**src/rtl/prog_loader.sv**
```systemverilog
// ---------------------------------------------------------------------------
// prog_loader
//   Streams a program image into the CPU's program memory while holding the
//   CPU in reset. The CPU stays in reset for a settling period after the last
//   write, and is then released.
//
//   Ports
//     clk         sole clock, rising edge
//     rst         synchronous active-high reset, forces IDLE
//     start       begin a load (acted on in IDLE and RUN only)
//     in_valid    source presents a word on in_data
//     in_data     16-bit instruction word
//     in_last     in_data is the final word of the image
//     in_ready    loader accepts a beat this cycle (LOAD only)
//     pm_we       program-memory write strobe (one cycle after acceptance)
//     pm_addr     program-memory word address
//     pm_wdata    program-memory write data
//     cpu_rst     CPU core reset, low only in RUN
//     busy        high in LOAD and HOLD
//     done        one-cycle pulse in the first RUN cycle
//     err_ovf     sticky: image was longer than the memory
//     word_count  words written by the current/last load
// ---------------------------------------------------------------------------
module prog_loader #(
    parameter int ADDR_W   = 8,
    parameter int HOLD_CYC = 4
) (
    input  logic              clk,
    input  logic              rst,
    input  logic              start,
    input  logic              in_valid,
    input  logic [15:0]       in_data,
    input  logic              in_last,
    output logic              in_ready,
    output logic              pm_we,
    output logic [ADDR_W-1:0] pm_addr,
    output logic [15:0]       pm_wdata,
    output logic              cpu_rst,
    output logic              busy,
    output logic              done,
    output logic              err_ovf,
    output logic [ADDR_W:0]   word_count
);

    typedef enum logic [1:0] {
        S_IDLE = 2'd0,
        S_LOAD = 2'd1,
        S_HOLD = 2'd2,
        S_RUN  = 2'd3
    } state_t;

    // Value of the HOLD counter in the final HOLD cycle.
    localparam logic [3:0] HOLD_LAST = 4'(HOLD_CYC - 1);

    state_t            r_state;
    state_t            w_state_next;

    logic [ADDR_W-1:0] r_addr;
    logic [ADDR_W:0]   r_count;
    logic [3:0]        r_hold_cnt;
    logic              r_err_ovf;
    logic              r_pm_we;
    logic [ADDR_W-1:0] r_pm_addr;
    logic [15:0]       r_pm_wdata;
    logic              r_done;

    logic              w_accept;
    logic              w_at_top;
    logic              w_load_entry;
    logic              w_hold_end;

    // in_ready is exactly "state is LOAD", so a beat is accepted whenever the
    // source is valid while we are in LOAD.
    assign w_accept     = (r_state == S_LOAD) && in_valid;
    assign w_at_top     = (r_addr == {ADDR_W{1'b1}});
    assign w_load_entry = ((r_state == S_IDLE) || (r_state == S_RUN)) && start;
    assign w_hold_end   = (r_state == S_HOLD) && (r_hold_cnt == HOLD_LAST);

    // State register
    always_ff @(posedge clk) begin
        if (rst) begin
            r_state <= S_IDLE;
        end else begin
            r_state <= w_state_next;
        end
    end

    // Next-state and state-decoded outputs
    always_comb begin
        w_state_next = r_state;
        in_ready     = 1'b0;
        cpu_rst      = 1'b1;
        busy         = 1'b0;
        case (r_state)
            S_IDLE: begin
                if (start) w_state_next = S_LOAD;
            end
            S_LOAD: begin
                in_ready = 1'b1;
                busy     = 1'b1;
                // The top word is always the last one written, whether or
                // not the source flagged it as last.
                if (w_accept && (in_last || w_at_top)) w_state_next = S_HOLD;
            end
            S_HOLD: begin
                busy = 1'b1;
                if (w_hold_end) w_state_next = S_RUN;
            end
            S_RUN: begin
                cpu_rst = 1'b0;
                if (start) w_state_next = S_LOAD;
            end
            default: w_state_next = S_IDLE;
        endcase
    end

    // Datapath: write port, address/word counters, hold timer, flags
    always_ff @(posedge clk) begin
        if (rst) begin
            r_addr     <= '0;
            r_count    <= '0;
            r_hold_cnt <= '0;
            r_err_ovf  <= 1'b0;
            r_pm_we    <= 1'b0;
            r_pm_addr  <= '0;
            r_pm_wdata <= '0;
            r_done     <= 1'b0;
        end else begin
            r_pm_we <= w_accept;
            r_done  <= w_hold_end;

            if (r_state == S_HOLD) begin
                r_hold_cnt <= r_hold_cnt + 4'd1;
            end else begin
                r_hold_cnt <= '0;
            end

            if (w_accept) begin
                r_pm_addr  <= r_addr;
                r_pm_wdata <= in_data;
                r_addr     <= r_addr + 1'b1;
                r_count    <= r_count + 1'b1;
                if (w_at_top && !in_last) r_err_ovf <= 1'b1;
            end

            // Mutually exclusive with w_accept (different states).
            if (w_load_entry) begin
                r_addr    <= '0;
                r_count   <= '0;
                r_err_ovf <= 1'b0;
            end
        end
    end

    assign pm_we      = r_pm_we;
    assign pm_addr    = r_pm_addr;
    assign pm_wdata   = r_pm_wdata;
    assign done       = r_done;
    assign err_ovf    = r_err_ovf;
    assign word_count = r_count;

endmodule

```
**config.mk**
```make
export PLATFORM = sky130hd
export DESIGN_NAME = prog_loader
export DESIGN_NICKNAME = d
export VERILOG_FILES = /design/src/rtl/prog_loader.sv
export SDC_FILE = /design/constraint.sdc
export NUM_CORES = 1
export LEC_CHECK = 0
export BUFFER_PORTS_ARGS = -buffer_cell sky130_fd_sc_hd__buf_4
export CAP_MARGIN = 40
export CELL_PAD_IN_SITES_DETAIL_PLACEMENT = 1
export CELL_PAD_IN_SITES_GLOBAL_PLACEMENT = 1
export CORE_MARGIN = 2
export CORE_UTILIZATION = 39
export CTS_CLUSTER_DIAMETER = 30
export DETAILED_ROUTE_END_ITERATION = 7
export PLACE_DENSITY = 0.84
export SLEW_MARGIN = 30
export SYNTH_ARGS = -nofsm -noshare
export SYNTH_HDL_FRONTEND = slang
export SYNTH_SLANG_ARGS = --single-unit
```
**constraint.sdc**
```tcl
create_clock -name clk -period 4.71 [get_ports clk]
set_input_delay 0.7065 -clock clk [delete_from_list [all_inputs] [get_ports clk]]
set_output_delay 0.7065 -clock clk [all_outputs]
set_load 0.005 [all_outputs]
```
Word level (Yosys, flattened, before mapping)
Index checks and enable logic that the tools add are counted.
- $add $sub $neg: 3
- multiply operators: 0
- divide/modulo/power cells: 0
- $lt $le $gt $ge: 0
- equality and inequality tests: 8
- shift-type cells: 0
- mux-type cells: 7
- bitwise gates (word level): 1
- reductions and logical operators: 15
- operator list (operator ; number):
    9-bit by 1-bit adder with 9-bit output (second input constant) ; 1
    8-bit by 1-bit adder with 8-bit output (second input constant) ; 1
    8-bit == test (second input constant) ; 1
    2-bit OR reduction ; 4
    2-bit two-way mux ; 3
    2-bit case mux with 3 select lines ; 1
    1-bit logical AND ; 5
    4-bit by 1-bit adder with 4-bit output (second input constant) ; 1
    2-bit == test (second input constant) ; 2
    4-bit by 2-bit == test with 1-bit output (second input constant) ; 1
    2-bit by 1-bit != test with 1-bit output (second input constant) ; 2
    1-bit two-way mux ; 3
    3-bit AND reduction ; 1
    2-bit by 1-bit == test with 1-bit output (second input constant) ; 1
    2-bit logical NOT ; 1
    1-bit logical OR ; 2
    2-bit != test (second input constant) ; 1
    2-bit AND reduction ; 1
    1-bit logical NOT ; 1
    1-bit NOT ; 1
- flip-flop bits (word level): 50
- bits in latches: 0
- memory bits (writable): 0
- memory bits (read-only): 0
- bits of input ports: 21
- output and inout port bits: 39
- word-level logic and storage cells: 43
- memories: 0

Depth between registers and ports, before layout
Gate-level depths: netlist of run 1.
- depth after elaboration: 5
- depth in mapped cells: 7

Least setup slack after synthesis of run 1
No wires, ideal clock.
- path type: flip-flop to flip-flop
- start point: reg r_hold_cnt[0]
- end point: reg r_state[1]
- setup time: 121 ps
- data arrival time: 1448 ps
- setup slack: 3141 ps
- stages on the path, launching flop included: 6
- path buffers: 0
- cells stage by stage: dfxtp_1 ha_1 or3b_4 a2bb2oi_4 o211ai_2 mux2_4
- longest elaborated chain between the ends: 4
- RTL lines (element ; line ; source):
    start: declaration ; 60 ; logic [3:0] r_hold_cnt;
    start signal: assignment ; 133 ; r_hold_cnt <= r_hold_cnt + 4'd1;
    4-bit by 2-bit == test with 1-bit output ; 77 ; assign w_hold_end = (r_state == S_HOLD) && (r_hold_cnt == HOLD_LAST);
    1-bit logical AND ; 77 ;
    2-bit != test (no line) ; - ;
    3-bit AND reduction (no line) ; - ;
    end signal: assignment ; 84 ; r_state <= w_state_next;
    end: declaration ; 55 ; state_t r_state;
Every way passes these cells.
A chain may end at the register's enable or synchronous reset.

Worst setup path after layout of run 1
- start point: reg r_state[0]
- end point: out busy
- longest elaborated chain between the ends: 3
- RTL lines (element ; line ; source):
    2-bit by 1-bit == test with 1-bit output / 2-bit == test (equally long branches) ; 94 ; case (r_state)
    2-bit OR reduction (no line) (*) ; - ;
    1-bit two-way mux (*) ; 94 ;
    end: declaration ; 39 ; output logic busy,
Mark *: on every way between the ends. The rest lies on a longest branch, timed or not.

==> flow_metrics.env, run 1 <==
export IMPL_outcome="finished, final reports clean"
export IMPL_dpl_cell_area_um2=2469
export IMPL_cts_sinks=50
export IMPL_synth_edf_count=0
export IMPL_min_to="r_hold_cnt[0]"
export IMPL_synthFlopType="dfxtp_1"
export IMPL_ant_nets=0
export IMPL_n_fill_cell=577
export IMPL_synth_top_area_share_pct=50.86
export IMPL_gr_total_overflow=0
export IMPL_wl_mm=4.791
export IMPL_finalSetupTns_ns=0
export IMPL_p_leak_nw=1.065
export IMPL_cts_tree="built"
export IMPL_r2r_end="word_count[3]"
export IMPL_rsz0062_at_grt="false"
export IMPL_final_setup_viol_count=0
export IMPL_cp_arrival_ns=1.33
export IMPL_cts_buffers=5
export IMPL_ys_top_cells_by_area="dfxtp_1 51%, nand2_1 12%, a21oi_1 7.1%"
export IMPL_cap_violations=0
export IMPL_cts_setup_buffers=0
export IMPL_grt_pass1_wl_mm=7.990
export IMPL_end_kind="output pin"
export IMPL_final_cell_mix="62 x nand2_1, 59 x buf_4, 50 x dfxtp_1, 28 x a21oi_1, 25 x nor2_1"
export IMPL_synth_warnings=0
export IMPL_synth_area_um2=1968
export IMPL_slew_viol_final=0
export IMPL_peakVddDrop_mv=0.1588
export IMPL_power_mw=1.053
export IMPL_synth_async_reset_ratio_pct=0
export IMPL_cts_resized=0
export IMPL_cts_root_buffer="clkbuf_8"
export IMPL_dp_cells=349
export IMPL_dr_max_layer_used="met4"
export IMPL_core_um2=4786
export IMPL_syn_nets=259
export IMPL_htree_levels=2
export IMPL_firstDrtPassIters=3
export IMPL_num_nets_final=316
export IMPL_final_common_cell="nand2_1"
export IMPL_clkTransAtPathRegs_ns=0.09
export IMPL_final_area_um2=2590
export IMPL_start_util_pct=41.12
export IMPL_fin_crit_ns=2.037
export IMPL_place_congestion=0.7564
export IMPL_cp_required_ns=4.00
export IMPL_holdCritPathClass="reg2reg"
export IMPL_io_pins=60
export IMPL_min_path_cells=1
export IMPL_final_cells=357
export IMPL_hold_viol_final=0
export IMPL_wl_per_cell_um=13.42
export IMPL_hp_start="r_hold_cnt[0]"
export IMPL_wl_met1_mm=2.078
export IMPL_drc=0
export IMPL_antenna_found_initial=0
export IMPL_ys_seq_elements=50
export IMPL_tightestPinTransition_ns=0.6612
export IMPL_insertion_delay_ns=0.30
export IMPL_skew_ns=0.01383
export IMPL_r2r_cells=6
export IMPL_period_share_pct=43.24
export IMPL_synth_avg_cell_area_um2=8.483
export IMPL_grt_max_degree=31
export IMPL_synth_cell_types=26
export IMPL_setup_worst_path_start_class="flip-flop"
export IMPL_synthCells=232
export IMPL_area_growth_pct=31.60
export IMPL_grt_pass1_vias=1772
export IMPL_wl_met2_mm=2.402
export IMPL_routed_via_density=4.877
export IMPL_hpwl_mm=3.536
export IMPL_grt_usage_pct=18.41
export IMPL_synth_top_area_cell="dfxtp_1"
export IMPL_drtIter0Drc=72
export IMPL_powerDensity_nw_per_um2=406.6
export IMPL_wl_met3_um=232
export IMPL_whs_ns=0.4523
export IMPL_fp_dieH_um=75.04
export IMPL_diodes=0
export IMPL_row_count=25
export IMPL_vias=1741
export IMPL_cp_max_fo=3
export IMPL_cts_buffer_depth=2
export IMPL_drive_gt1_share_pct=25.52
export IMPL_die_w_um=75.04
export IMPL_seq_area_frac_synth_pct=50.86
export IMPL_timing_rr_start="r_state[1]"
export IMPL_fmax_mhz=491.0
export IMPL_fp_dieArea_um2=5631
export IMPL_portBuffers=59
export IMPL_worstSetupPathType="reg2out"
export IMPL_relSlewSlack_pct=55.81
export IMPL_reg2reg_slack_ns=2.93
export IMPL_hold_buffers=0
[sequential cells by signal (all words and copies together) (netlist names)]
register and flops:
r_addr 8, pm_we 1, err_ovf 1, r_hold_cnt 4, pm_addr 8, pm_wdata 16
r_state 2, done 1, word_count 9
[synth_stat cells, drive strengths merged (2+ instances only)]
| cell type | n |
|---|---|
| a21oi | 28 |
| and2 | 2 |
| and3 | 3 |
| buf | 5 |
| clkbuf | 5 |
| dfxtp | 50 |
| ha | 6 |
| inv | 7 |
| nand2 | 62 |
| nand3 | 3 |
| nand4 | 7 |
| nor2 | 25 |
| nor3 | 3 |
| xnor2 | 8 |
| xor2 | 8 |
[layer usage]
metal  up-vias  GRT usage [%]
met5         -              0
met4         0          6.746
met3         8          3.614
met2        40          32.07
met1       826          22.47
li1        867              -
[how the worst max path moves through the flow]
stage                     slack [ns]  cells past startpoint             to     startpoint
after floorplan                 3.14                      5     r_state[1]  r_hold_cnt[0]
after global placement          2.45                      5  word_count[3]       in_valid
after detailed placement        2.77                      4      r_addr[6]            rst
after CTS                       2.65                      4           busy     r_state[0]
after global routing            2.58                      4           busy     r_state[0]
final                           2.67                      4           busy     r_state[0]
[critical path: stages (launching register included)]
cell and delay [ns]:
dfxtp_1 0.38, inv_1 0.08, ha_1 0.33, inv_1 0.12, buf_4 0.12
[cell type report]
| type | count | area (um2) | area share (%) |
|---|---|---|---|
| clock buffers | 6 | 82.58 | 3.188 |
| clock inverters | 2 | 38.79 | 1.498 |
| inverters | 7 | 26.28 | 1.014 |
| multi-input cells | 165 | 899.6 | 34.73 |
| flip-flops and latches | 50 | 1001 | 38.65 |
| well taps | 67 | 83.83 | 3.237 |
| repair buffers | 60 | 457.9 | 17.68 |
[per-stage QoR]
step / util (%) / setup WS, ns
after floorplan: - / 3.141
after global placement: 51.24 / 2.453
after detailed placement: 51.58 / 2.767
after CTS: 54.12 / 2.650
after global routing: 54.12 / 2.578
final: 54.12 / 2.673
[kinds of logic after synthesis]
logic type                 after synthesis  share of synthesized area (%)
AOI/OAI and AO/OA                       33                          10.36
xor gates and xnor gates                16                          7.120
adders and majority gates                6                          3.814
buffers and inverters                   17                          3.497
DFF                                     50                          50.86
muxes                                    1                         0.7626
and+or+nand+nor                        109                          23.59
[power by group]
part	internal (mW)	switching, mW
Combinational	0.119	0.135
Clock	0.175	0.142
Sequential	0.457	0.0247
Total	0.751	0.302
No activity file was read; power rests on OpenSTA's default activity.
==> inputs of run 2 (changes only) <==
--- a/config.mk
+++ b/config.mk
@@ -5,15 +5,16 @@
 export SDC_FILE = /design/constraint.sdc
 export NUM_CORES = 1
 export LEC_CHECK = 0
+export ABC_AREA = 1
 export BUFFER_PORTS_ARGS = -buffer_cell sky130_fd_sc_hd__buf_4
 export CAP_MARGIN = 40
 export CELL_PAD_IN_SITES_DETAIL_PLACEMENT = 1
 export CELL_PAD_IN_SITES_GLOBAL_PLACEMENT = 1
 export CORE_MARGIN = 2
-export CORE_UTILIZATION = 39
+export CORE_UTILIZATION = 36
 export CTS_CLUSTER_DIAMETER = 30
 export DETAILED_ROUTE_END_ITERATION = 7
-export PLACE_DENSITY = 0.84
+export PLACE_DENSITY = 0.79
 export SLEW_MARGIN = 30
 export SYNTH_ARGS = -nofsm -noshare
 export SYNTH_HDL_FRONTEND = slang
==> constraint.sdc (replaced) <==
create_clock -name clk -period 1.9 [get_ports clk]
set_input_delay 0.285 -clock clk [delete_from_list [all_inputs] [get_ports clk]]
set_output_delay 0.285 -clock clk [all_outputs]
set_load 0.005 [all_outputs]
==> flow_metrics.env, run 2 <==
export IMPL_largest_reg_flops=16
export IMPL_p_leak_nw=1.166
export IMPL_synth_async_reset_ratio_pct=0
export IMPL_place_congestion=0.8320
export IMPL_whs_ns=0.1993
export IMPL_die_w_um=79.13
export IMPL_cts_buffers=5
export IMPL_cap_violations=0
export IMPL_peakVddDrop_mv=0.5673
export IMPL_tightestPinTransition_ns=0.3532
export IMPL_grt_max_degree=32
export IMPL_synthCells=264
export IMPL_routed_via_density=4.743
export IMPL_skew_ns=0.008270
export IMPL_cts_sinks=50
export IMPL_htree_levels=2
export IMPL_wl_per_cell_um=12.68
export IMPL_powerDensity_nw_per_um2=1040
export IMPL_antenna_found_initial=0
export IMPL_grt_pass1_wl_mm=8.569
export IMPL_cp_max_fo=8
export IMPL_synth_area_um2=2032
export IMPL_synth_edf_count=0
export IMPL_hold_viol_final=0
export IMPL_gr_total_overflow=0
export IMPL_holdCritPathClass="in2reg"
export IMPL_cts_setup_buffers=0
export IMPL_hpwl_mm=3.848
export IMPL_n_fill_cell=697
export IMPL_dpl_cell_area_um2=2562
export IMPL_dp_cells=392
export IMPL_final_cells=400
export IMPL_fin_util_pct=48.61
export IMPL_ys_seq_elements=50
export IMPL_fmax_mhz=571.2
export IMPL_portBuffers=59
export IMPL_diodes=0
export IMPL_ant_nets=0
export IMPL_yosysMostFrequentCell="nor2_1"
export IMPL_synth_top_area_share_pct=49.26
export IMPL_cp_required_ns=2.09
export IMPL_period_share_pct=92.14
export IMPL_cp_arrival_ns=1.94
export IMPL_fp_dieH_um=79.13
export IMPL_rsz0062_at_grt="false"
export IMPL_fin_crit_ns=1.751
export IMPL_io_pins=60
export IMPL_firstDrtPassIters=4
export IMPL_r2r_cells=8
export IMPL_grt_usage_pct=17.30
export IMPL_relSlewSlack_pct=76.43
export IMPL_num_nets_final=354
export IMPL_post_place_ws_ns=0.2108
export IMPL_netlist_top_cells_count="55 x nor2_1, 50 x dfxtp_1, 32 x nand2_1, 32 x o21ai_0, 29 x inv_1"
export IMPL_worstSetupPathType="reg2reg"
export IMPL_final_area_um2=2660
export IMPL_synth_top_area_cell="dfxtp_1"
export IMPL_finalSetupTns_ns=0
export IMPL_synth_avg_cell_area_um2=7.697
export IMPL_final_common_cell="buf_4"
export IMPL_cts_tree="built"
export IMPL_setup_worst_path_start_class="flip-flop"
export IMPL_clkTransAtPathRegs_ns=0.10
export IMPL_syn_nets=291
export IMPL_min_path_cells=2
export IMPL_cts_resized=0
export IMPL_area_growth_pct=30.91
export IMPL_final_cell_mix="64 x buf_4, 55 x nor2_1, 50 x dfxtp_1, 32 x o21ai_0, 32 x nand2_1"
export IMPL_core_um2=5473
export IMPL_final_setup_viol_count=0
export IMPL_vias=1897
export IMPL_insertion_delay_ns=0.30
export IMPL_cts_root_buffer="clkbuf_8"
export IMPL_slew_viol_final=0
export IMPL_cts_buffer_depth=2
export IMPL_ys_top_cells_by_area="dfxtp_1 49%, nor2_1 10%, o21ai_0 7.9%"
export IMPL_synthFlopType="dfxtp_1"
export IMPL_synth_warnings=0
export IMPL_drc=0
export IMPL_outcome="finished, final reports clean"
export IMPL_start_util_pct=37.13
export IMPL_grt_pass1_vias=1817
export IMPL_end_kind="flip-flop"
export IMPL_fp_dieArea_um2=6262
export IMPL_drive_gt1_share_pct=25.00
export IMPL_setup_slack_ns=0.1494
export IMPL_synth_cell_types=28
export IMPL_drtIter0Drc=110
export IMPL_hold_buffers=0
export IMPL_power_mw=2.767
export IMPL_seq_area_frac_synth_pct=49.26
export IMPL_row_count=27
export IMPL_wl_mm=5.072
run 2: critical path, stage by stage (launching register included):
cell      delay (ns)
dfxtp_1         0.40
ha_1            0.26
nand2_2         0.16
clkinv_2        0.12
nand2_2         0.08
nor3_4          0.21
nand3_2         0.10
o21ai_0         0.23
nor2_1          0.07
run 2: logic make-up (layout without fill, tap and decap cells):
kind of cell | Yosys count | after routing | share of synthesized area (%)
AOI/OAI and AO/OA | 56 | 56 | 14.66
xor gates and xnor gates | 1 | 1 | 0.4311
adders and majority gates | 6 | 6 | 3.694
buffers and inverters | 39 | 103 | 7.758
DFF | 50 | 50 | 49.26
and+or+nand+nor | 112 | 112 | 24.20
run 2: worst paths after layout:
check,start,to,slack (ns)
worst max register to register,r_state[0],r_addr[5],0.15
worst min register to register,r_hold_cnt[0],r_hold_cnt[0],0.46
worst max-delay path,r_state[0],r_addr[5],0.15
worst min-delay path,rst,pm_addr[1],0.20
run 2: cell type report:
type	instances	area [um2]	share of cell area [%]
clock inverter	3	28.78	1.082
sequential	50	1001	37.63
tap	72	90.09	3.387
clock buffer	5	68.82	2.587
multi-input combinational	175	873.3	32.83
timing repair buffer	64	480.5	18.06
inverter	31	117.6	4.421
run 2: per-layer routing:
metal	routed length, um	global-route usage, %	vias to the layer above
li1	-	-	974
met1	2411	22.01	865
met2	2326	28.64	52
met3	273	4.545	6
met4	61	5.345	0
met5	0	0	-
run 2: power breakdown:
group	total (mW)	leakage, nW	internal (mW)	switching, mW
clock	0.666	0.0506	0.276	0.390
sequential	1.29	0.406	1.20	0.0951
combinational	0.809	0.709	0.380	0.429
